**src/rtl/input_port_ctrl.sv**
```systemverilog
// Input port controller: buffers flits, resolves the packet's output port
// through routing_module, requests it from the allocator and streams the
// packet (wormhole) until its tail.
`timescale 1ns/1ps
module input_port_ctrl #(
    parameter int DATA_SIZE  = 32,
    parameter int ADDR_SIZE  = 4,
    parameter int PORTS_NUM  = 4,
    parameter int FIFO_DEPTH = 4
) (
    input  logic                   clk,
    input  logic                   rst,
    input  logic [DATA_SIZE+1:0]   in_flit,
    input  logic                   in_valid,
    output logic                   in_ready,
    output logic [ADDR_SIZE-1:0]   dest_sw,
    input  logic [3:0]             port_num,
    output logic                   req_valid,
    output logic [3:0]             req_port,
    input  logic                   grant,
    output logic [DATA_SIZE+1:0]   out_flit,
    output logic                   out_valid,
    input  logic                   out_ready,
    output logic                   drop_err
);

    localparam int FW    = DATA_SIZE + 2;
    localparam int PTR_W = $clog2(FIFO_DEPTH);
    localparam int CNT_W = PTR_W + 1;

    typedef enum logic [2:0] {IDLE, ROUTE, REQ, XFER, DROP} state_t;

    logic [FW-1:0]        mem [FIFO_DEPTH];
    logic [PTR_W-1:0]     wr_ptr;
    logic [PTR_W-1:0]     rd_ptr;
    logic [CNT_W-1:0]     count;
    logic                 rdy_q;
    logic                 full;
    logic                 empty;
    logic                 push;
    logic                 pop;
    logic                 fire;
    logic [FW-1:0]        front;

    state_t               state;
    logic [FW-1:0]        hdr_flit;
    logic                 hdr_pending;
    logic [ADDR_SIZE-1:0] dest_reg;
    logic [3:0]           port_reg;
    logic                 req_valid_q;
    logic                 drop_q;

    // rdy_q keeps in_ready low while in reset and for the release edge
    assign full      = (count == CNT_W'(FIFO_DEPTH));
    assign empty     = (count == '0);
    assign in_ready  = rdy_q && !full;
    assign push      = in_valid && in_ready;
    assign front     = mem[rd_ptr];
    assign dest_sw   = dest_reg;
    assign req_valid = req_valid_q;
    assign req_port  = port_reg;
    assign drop_err  = drop_q;

    // Output path and FIFO pop decision for the current state
    always_comb begin
        out_valid = (state == XFER) && (hdr_pending || !empty);
        out_flit  = hdr_pending ? hdr_flit : front;
        fire      = out_valid && out_ready;
        pop       = 1'b0;
        case (state)
            IDLE:    pop = !empty;
            XFER:    pop = fire && !hdr_pending;
            DROP:    pop = !empty && !hdr_flit[FW-1];
            default: pop = 1'b0;
        endcase
    end

    // FIFO storage (no reset needed, validity tracked by count)
    always_ff @(posedge clk) begin
        if (push) mem[wr_ptr] <= in_flit;
    end

    // FIFO pointers and occupancy
    always_ff @(posedge clk or posedge rst) begin
        if (rst) begin
            wr_ptr <= '0;
            rd_ptr <= '0;
            count  <= '0;
            rdy_q  <= 1'b0;
        end else begin
            rdy_q <= 1'b1;
            if (push) wr_ptr <= wr_ptr + PTR_W'(1);
            if (pop)  rd_ptr <= rd_ptr + PTR_W'(1);
            if (push && !pop)      count <= count + CNT_W'(1);
            else if (!push && pop) count <= count - CNT_W'(1);
        end
    end

    // Packet FSM: header capture, routing, request, transfer, discard
    always_ff @(posedge clk or posedge rst) begin
        if (rst) begin
            state       <= IDLE;
            hdr_flit    <= '0;
            hdr_pending <= 1'b0;
            dest_reg    <= '0;
            port_reg    <= '0;
            req_valid_q <= 1'b0;
            drop_q      <= 1'b0;
        end else begin
            drop_q <= 1'b0;
            case (state)
                IDLE: begin
                    if (!empty) begin
                        if (front[FW-2]) begin
                            hdr_flit    <= front;
                            hdr_pending <= 1'b1;
                            dest_reg    <= front[ADDR_SIZE-1:0];
                            state       <= ROUTE;
                        end else begin
                            drop_q <= 1'b1;
                        end
                    end
                end
                ROUTE: begin
                    port_reg <= port_num;
                    if (int'(port_num) >= PORTS_NUM) begin
                        drop_q      <= 1'b1;
                        hdr_pending <= 1'b0;
                        state       <= DROP;
                    end else begin
                        req_valid_q <= 1'b1;
                        state       <= REQ;
                    end
                end
                REQ: begin
                    if (grant) state <= XFER;
                end
                XFER: begin
                    if (fire) begin
                        hdr_pending <= 1'b0;
                        // tail or single flit closes the packet
                        if (out_flit[FW-1]) begin
                            req_valid_q <= 1'b0;
                            state       <= IDLE;
                        end
                    end
                end
                DROP: begin
                    if (hdr_flit[FW-1])
                        state <= IDLE;
                    else if (!empty && front[FW-1])
                        state <= IDLE;
                end
                default: state <= IDLE;
            endcase
        end
    end

endmodule

```
**config.mk**
```make
export PLATFORM = sky130hd
export DESIGN_NAME = input_port_ctrl
export DESIGN_NICKNAME = d
export VERILOG_FILES = /design/src/rtl/input_port_ctrl.sv
export SDC_FILE = /design/constraint.sdc
export NUM_CORES = 1
export LEC_CHECK = 0
export CAP_MARGIN = 0
export CORE_MARGIN = 2
export CORE_UTILIZATION = 60
export DETAILED_ROUTE_END_ITERATION = 7
export DONT_BUFFER_PORTS = 1
export PLACE_DENSITY = 0.76
export SLEW_MARGIN = 20
export SYNTH_ARGS = -nofsm -noshare
export SYNTH_HDL_FRONTEND = slang
export SYNTH_SLANG_ARGS = --single-unit
```
**constraint.sdc**
```tcl
create_clock -name clk -period 2.6 [get_ports clk]
set_input_delay 0.39 -clock clk [delete_from_list [all_inputs] [get_ports clk]]
set_output_delay 0.39 -clock clk [all_outputs]
set_load 0.01 [all_outputs]
```
; ---- Yosys cells after proc, flatten, opt, wreduce, memory -nomap -nowiden
; Memory sizes are Yosys's and may differ from the RTL's.
; Index checks and enable logic that the tools add are counted.
; Widths: inputs -> output; s select.
[totals]
n_memories = 1
reg_bits = 56
ramBits = 136
in_bits = 43
[memory_table]
columns = name, depth, word_bits, read_ports, rd_clocked_by_memory_dff, write_ports, line
row1 = mem, 4, 34, 1, 0, 1, 33  ; logic [FW-1:0] mem [FIFO_DEPTH];
[classes]
add_sub_neg = 4
n_reduce_logical = 25
n_eq_ne = 13
order_cmp = 1
muxes = 28
n_bitwise = 1
[ops]
columns = cell, count
row1 = $mux 34, 1
row2 = $mux 3, 10
row3 = $pmux 3 s5, 1
row4 = $ne 2x2->1 const B, 7
row5 = $mux 1, 12
row6 = $logic_and 1x1->1, 9
row7 = $eq 3x2->1 const B, 2
row8 = $eq 3x3->1 const B, 2
row9 = $logic_not 1->1, 6
row10 = $logic_not 3->1, 2
row11 = $pmux 1 s3, 2
row12 = $reduce_and 6->1, 1
row13 = $reduce_and 5->1, 1
row14 = $add 2x1->2 const B, 2
row15 = $ge 4x3->1 const B, 1
row16 = $pmux 1 s2, 2
row17 = $reduce_and 4->1, 1
row18 = $reduce_bool 2->1, 2
row19 = $add 3x1->3 const B, 1
row20 = $eq 3x1->1 const B, 1
row21 = $ne 3x3->1 const B, 1
row22 = $reduce_and 3->1, 1
row23 = $reduce_bool 3->1, 1
row24 = $sub 3x1->3 const B, 1
row25 = other kinds (2), 2

; ---- Longest topological paths before layout
; Gate-level depths: netlist (run 1).
[logic_depth]
word_depth = 10
ltp_mapped = 10

; ---- Worst setup path after synthesis (run 1)
; OpenSTA, ideal clock, no wires.
[synth_timing]
path_type = register to register
startpoint = reg count[0]
endpoint = mem mem[0][0] (netlist bit), enable pin
path_stages_with_launch = 4
period_less_slack_ns = 2.301
path_buffers = 0
setup_time_ns = 0.394
setup_slack_ns = 0.299
t_arrival_ns = 1.907
path_cell_list = dfrtp_1 -> nor2_1 -> a21boi_0 -> and3_1
[synth_via]
elab_chain_cells = 6
[synth_rtl]
columns = item, line
row1 = start: declaration, 36  ; logic [CNT_W-1:0] count;
row2 = start signal: assignment, 94  ; if (push && !pop) count <= count + CNT_W'(1);
row3 = start signal: assignment, 95  ; else if (!push && pop) count <= count - CNT_W'(1);
row4 = $eq 3x3->1, 54  ; assign full = (count == CNT_W'(FIFO_DEPTH));
row5 = $logic_not 1->1, 56  ; assign in_ready = rdy_q && !full;
row6 = $logic_and 1x1->1, 56
row7 = named net in_ready, 15  ; output logic in_ready,
row8 = $logic_and 1x1->1, 57  ; assign push = in_valid && in_ready;
row9 = $mux 1, 80  ; if (push) mem[wr_ptr] <= in_flit;
row10 = $mux 1 (implied by the code), 80
row11 = end: declaration, 33
; The timed path passes the listed nets, and every way through them passes these cells.

; ---- Worst setup path after layout (run 1)
[layout_timing]
startpoint = reg rd_ptr[0]
endpoint = out out_flit[0]
[layout_via]
elab_chain_cells = 2
[layout_rtl]
columns = item, line
row1 = start: declaration, 35  ; logic [PTR_W-1:0] rd_ptr;
row2 = start signal: assignment, 93  ; if (pop) rd_ptr <= rd_ptr + PTR_W'(1);
row3 = $mem_v2 4x34, -
row4 = $mux 34, 67  ; out_flit = hdr_pending ? hdr_flit : front;
row5 = end: declaration, 21  ; output logic [DATA_SIZE+1:0] out_flit,
; No other way between the ends.

==> results.md, run 1 <==
* Sw frac at 33.2%
* Clock latency on the worst-skew pair at 0.42 ns
* Crit path launch type: register
* Post-DP HPWL at 8690 um
* Die height at 117 um
* Initial Utilization at 61.1%
* Worst-margin pin slew at 0.762 ns
* Post-synthesis average cell area at 16.6 sq um
* Crit-path cells: buf_4 > mux4_2 > nand2_1 > nand2_1
* Combinational power share at 33.9%
* Die Width at 117 um
* Worst Path Required at 2.21 ns
* Post-synth ARST share at 27.7%
* Maximum vdd ir drop at 0.000791 V
* CTS clk-pin slew, worst paths at 0.06 ns
* Synth top area share at 53.4%
* Routed via count at 3860
* Setup violators final at 0
* Clk sinks at 188
* Number of cell rows at 41
* Die area at 13700 sq um
* LEAKAGE at 3.11 nW
* Vias/cell at 5.87
* Hold Fails Final Rpt at 0
* Post-synth EDFFs at 136
* Clock Power Share at 23.0%
* First-pass iteration count of the detailed router at 4
* Residual DRC at 0
* Post-DRT Antenna Nets at 0
* Top-count cell post-synth: edfxtp_1
* Seq/Total Area, Yosys at 70.4%
* Max incr delay on CP at 0.58 ns
* Global-route wire length before repair at 21500 um
* FF+latch count, synth at 188
* Layout Nets at 522
* Area Overhead vs Synth at 9.95%
* Minimum clock period at 2.44 ns
* CTS tree: yes
* Clk Tree Root Cell: clkbuf_16
* Relative slew slack at 49.1%
* Post-synth top cells: edfxtp_1 (136), nand2_1 (101), dfrtp_1 (52)
* Buffers on Ports at 0
* DRT iter0 DRCs at 271
* Global route overflow at 0
* Final Max Slew Viols at 0
* Syn nets at 511
* Ant. Diodes at 0
* Main area contributors after synthesis: edfxtp_1 (53%), dfrtp_1 (17%), mux4_2 (9.7%), mux2_2 (5.6%), nand2_1 (5.0%)
* Post CTS Setup Buffer Count at 0
* Seq pwr share at 43.2%
* Initial antenna violation count at 0
* Int Pwr at 6.74 mW
* WP buf/inv at 1
* IO Pins at 89
* GPL Wtd Cong at 0.831
* Pin count of the biggest net entering global routing at 40
* RSZ-0062 raised after global routing: false
* GR Util All Layers at 22.1%
* Final period util at 94.0%
* Routed Wire Length at 14100 um
* Setup TNS at 0 ns
* Power per Cell Area at 1200 nW/um^2
* Number of global-route vias before repair at 4038
* Hold path depth at 0
* Cell repeated most along the worst path: nand2_1
* Post-synth top flop: edfxtp_1
* Critical path capture point type: output port
* FF-to-FF path depth at 9
* Worst Path Arrival at 2.05 ns
* Share of cells above drive strength 1 at 25.9%
* Yosys warns at 0
* Num CTS Buffers at 17
* Core Box Area at 12500 sq um
* Clock Tree Buf Depth at 2
* Unique masters post-synth at 48
* Levels on crit path at 4
* HP Class: input port to register
* Status: finished, final reports clean
* Area of the mapped netlist at 7650 sq um
* CP Class: register to output port
* Peak fanout along the critical path at 14
* CP delay by family, top: flip-flops
* Clk_skew at 0.00430 ns
* Critical path's slowest cell: dfrtp_4
* Total of max-cap violations at 0
* # fillers at 835
* # H-tree levels at 4
* Peak Freq at 0.409 GHz
* Worst hold margin at 0.0624 ns
* Switch Pwr at 3.35 mW
* Mapped Cells at 462
* Dominant cell type by area after synthesis: edfxtp_1
* Wire per inst at 21.4 um
[cells by family (layout without fill, tap and decap cells)]
| family | after synthesis | after routing | share of synthesized area, % |
|---|---|---|---|
| flip-flops | 188 | 188 | 70.4 |
| AND/OR/NAND/NOR | 133 | 133 | 7.64 |
| multiplexers | 76 | 76 | 16.1 |
| buffers and inverters | 33 | 57 | 2.24 |
| AO/OA/AOI/OAI | 19 | 19 | 1.80 |
| adder cells (fa/ha/maj) | 6 | 6 | 1.08 |
| XOR/XNOR | 6 | 6 | 0.687 |
| other | 1 | 1 | 0.0490 |
[layer usage]
metal / track usage, % / up-vias / share of wire [%]
li1: - / 1732 / -
met1: 26.5 / 1972 / 37
met2: 37.9 / 138 / 53
met3: 7.72 / 18 / 8.7
met4: 7.22 / 0 / 1.5
met5: 0 / - / 0
[state kept, by name, summed over array words and instances (netlist names)]
register     count
count            3
drop_err         1
hdr_flit        34
hdr_pending      1
mem            136
rd_ptr           2
rdy_q            1
req_port         4
req_valid        1
state            3
wr_ptr           2
[cell usage in the layout, fill, tap and decap left out, drive strengths merged, types with 5 or more instances in the layout]
master  count
nand2     101
o21ai       5
buf        17
inv         6
nor2        9
clkinv      6
edfxtp    136
ha          5
clkbuf     24
mux2       42
mux4       33
dfrtp      52
[through the flow]
step | utilization (%) | power, mW | instance area (sq um) | cells | setup WS, ns
CTS | 67.2 | 10.2 | 8410 | 658 | 0.0259
global placement | 62.8 | 7.71 | 7870 | 625 | 0.346
global route | 67.2 | 10.7 | 8410 | 658 | 0.0440
finish | 67.2 | 10.1 | 8410 | 658 | 0.156
floorplan | - | 7.09 | 7650 | 462 | 0.299
detailed placement | 62.8 | 7.84 | 7870 | 625 | 0.299
[layout make-up]
| class | count | area [sq um] | area share (%) |
|---|---|---|---|
| Sequential cell | 188 | 5390 | 64.1 |
| Multi-Input combinational cell | 241 | 2100 | 24.9 |
| Clock buffer | 24 | 462 | 5.49 |
| Tap cell | 172 | 215 | 2.56 |
| Timing Repair Buffer | 18 | 150 | 1.79 |
| Clock inverter | 8 | 68.8 | 0.818 |
| Inverter | 7 | 26.3 | 0.313 |
[final timing paths]
check | to | slack (ns) | startpoint
min | mem[2][17] | 0.06 | in_flit[17]
max | out_flit[0] | 0.16 | rd_ptr[0]
max in group asynchronous | rd_ptr[0] | 1.34 | rst
max reg2reg | count[2] | 0.26 | state[0]
min reg2reg | hdr_flit[32] | 0.47 | hdr_flit[32]
min in group asynchronous | req_valid | 0.42 | rst
[power by group through the flow]
stage	registers (mW)	logic (mW)	clock network [mW]
5_1_grt	4.44	3.73	2.50
6_report	4.36	3.42	2.32
4_1_cts	4.36	3.47	2.37
2_1_floorplan	4.18	2.91	0
3_3_place_gp	4.36	3.35	0
3_5_place_dp	4.41	3.43	0
[repair_timing]
| item | in CTS | in global routing |
|---|---|---|
| gates resized for setup | 0 | 1 |
| hold endpoints to repair | 19 | 0 |
| hold buffers | 1 | 0 |
| setup endpoints to repair | 0 | 9 |
No activity file was read; power rests on OpenSTA's default activity.
==> run 2, diff against run 1 <==
--- a/config.mk
+++ b/config.mk
@@ -10,6 +10,7 @@
 export CORE_UTILIZATION = 60
 export DETAILED_ROUTE_END_ITERATION = 7
 export DONT_BUFFER_PORTS = 1
+export GPL_ROUTABILITY_DRIVEN = 0
 export PLACE_DENSITY = 0.76
 export SLEW_MARGIN = 20
 export SYNTH_ARGS = -nofsm -noshare
==> results of run 2 <==
The final DEF is identical to that of run 1; final timing and power are the same.
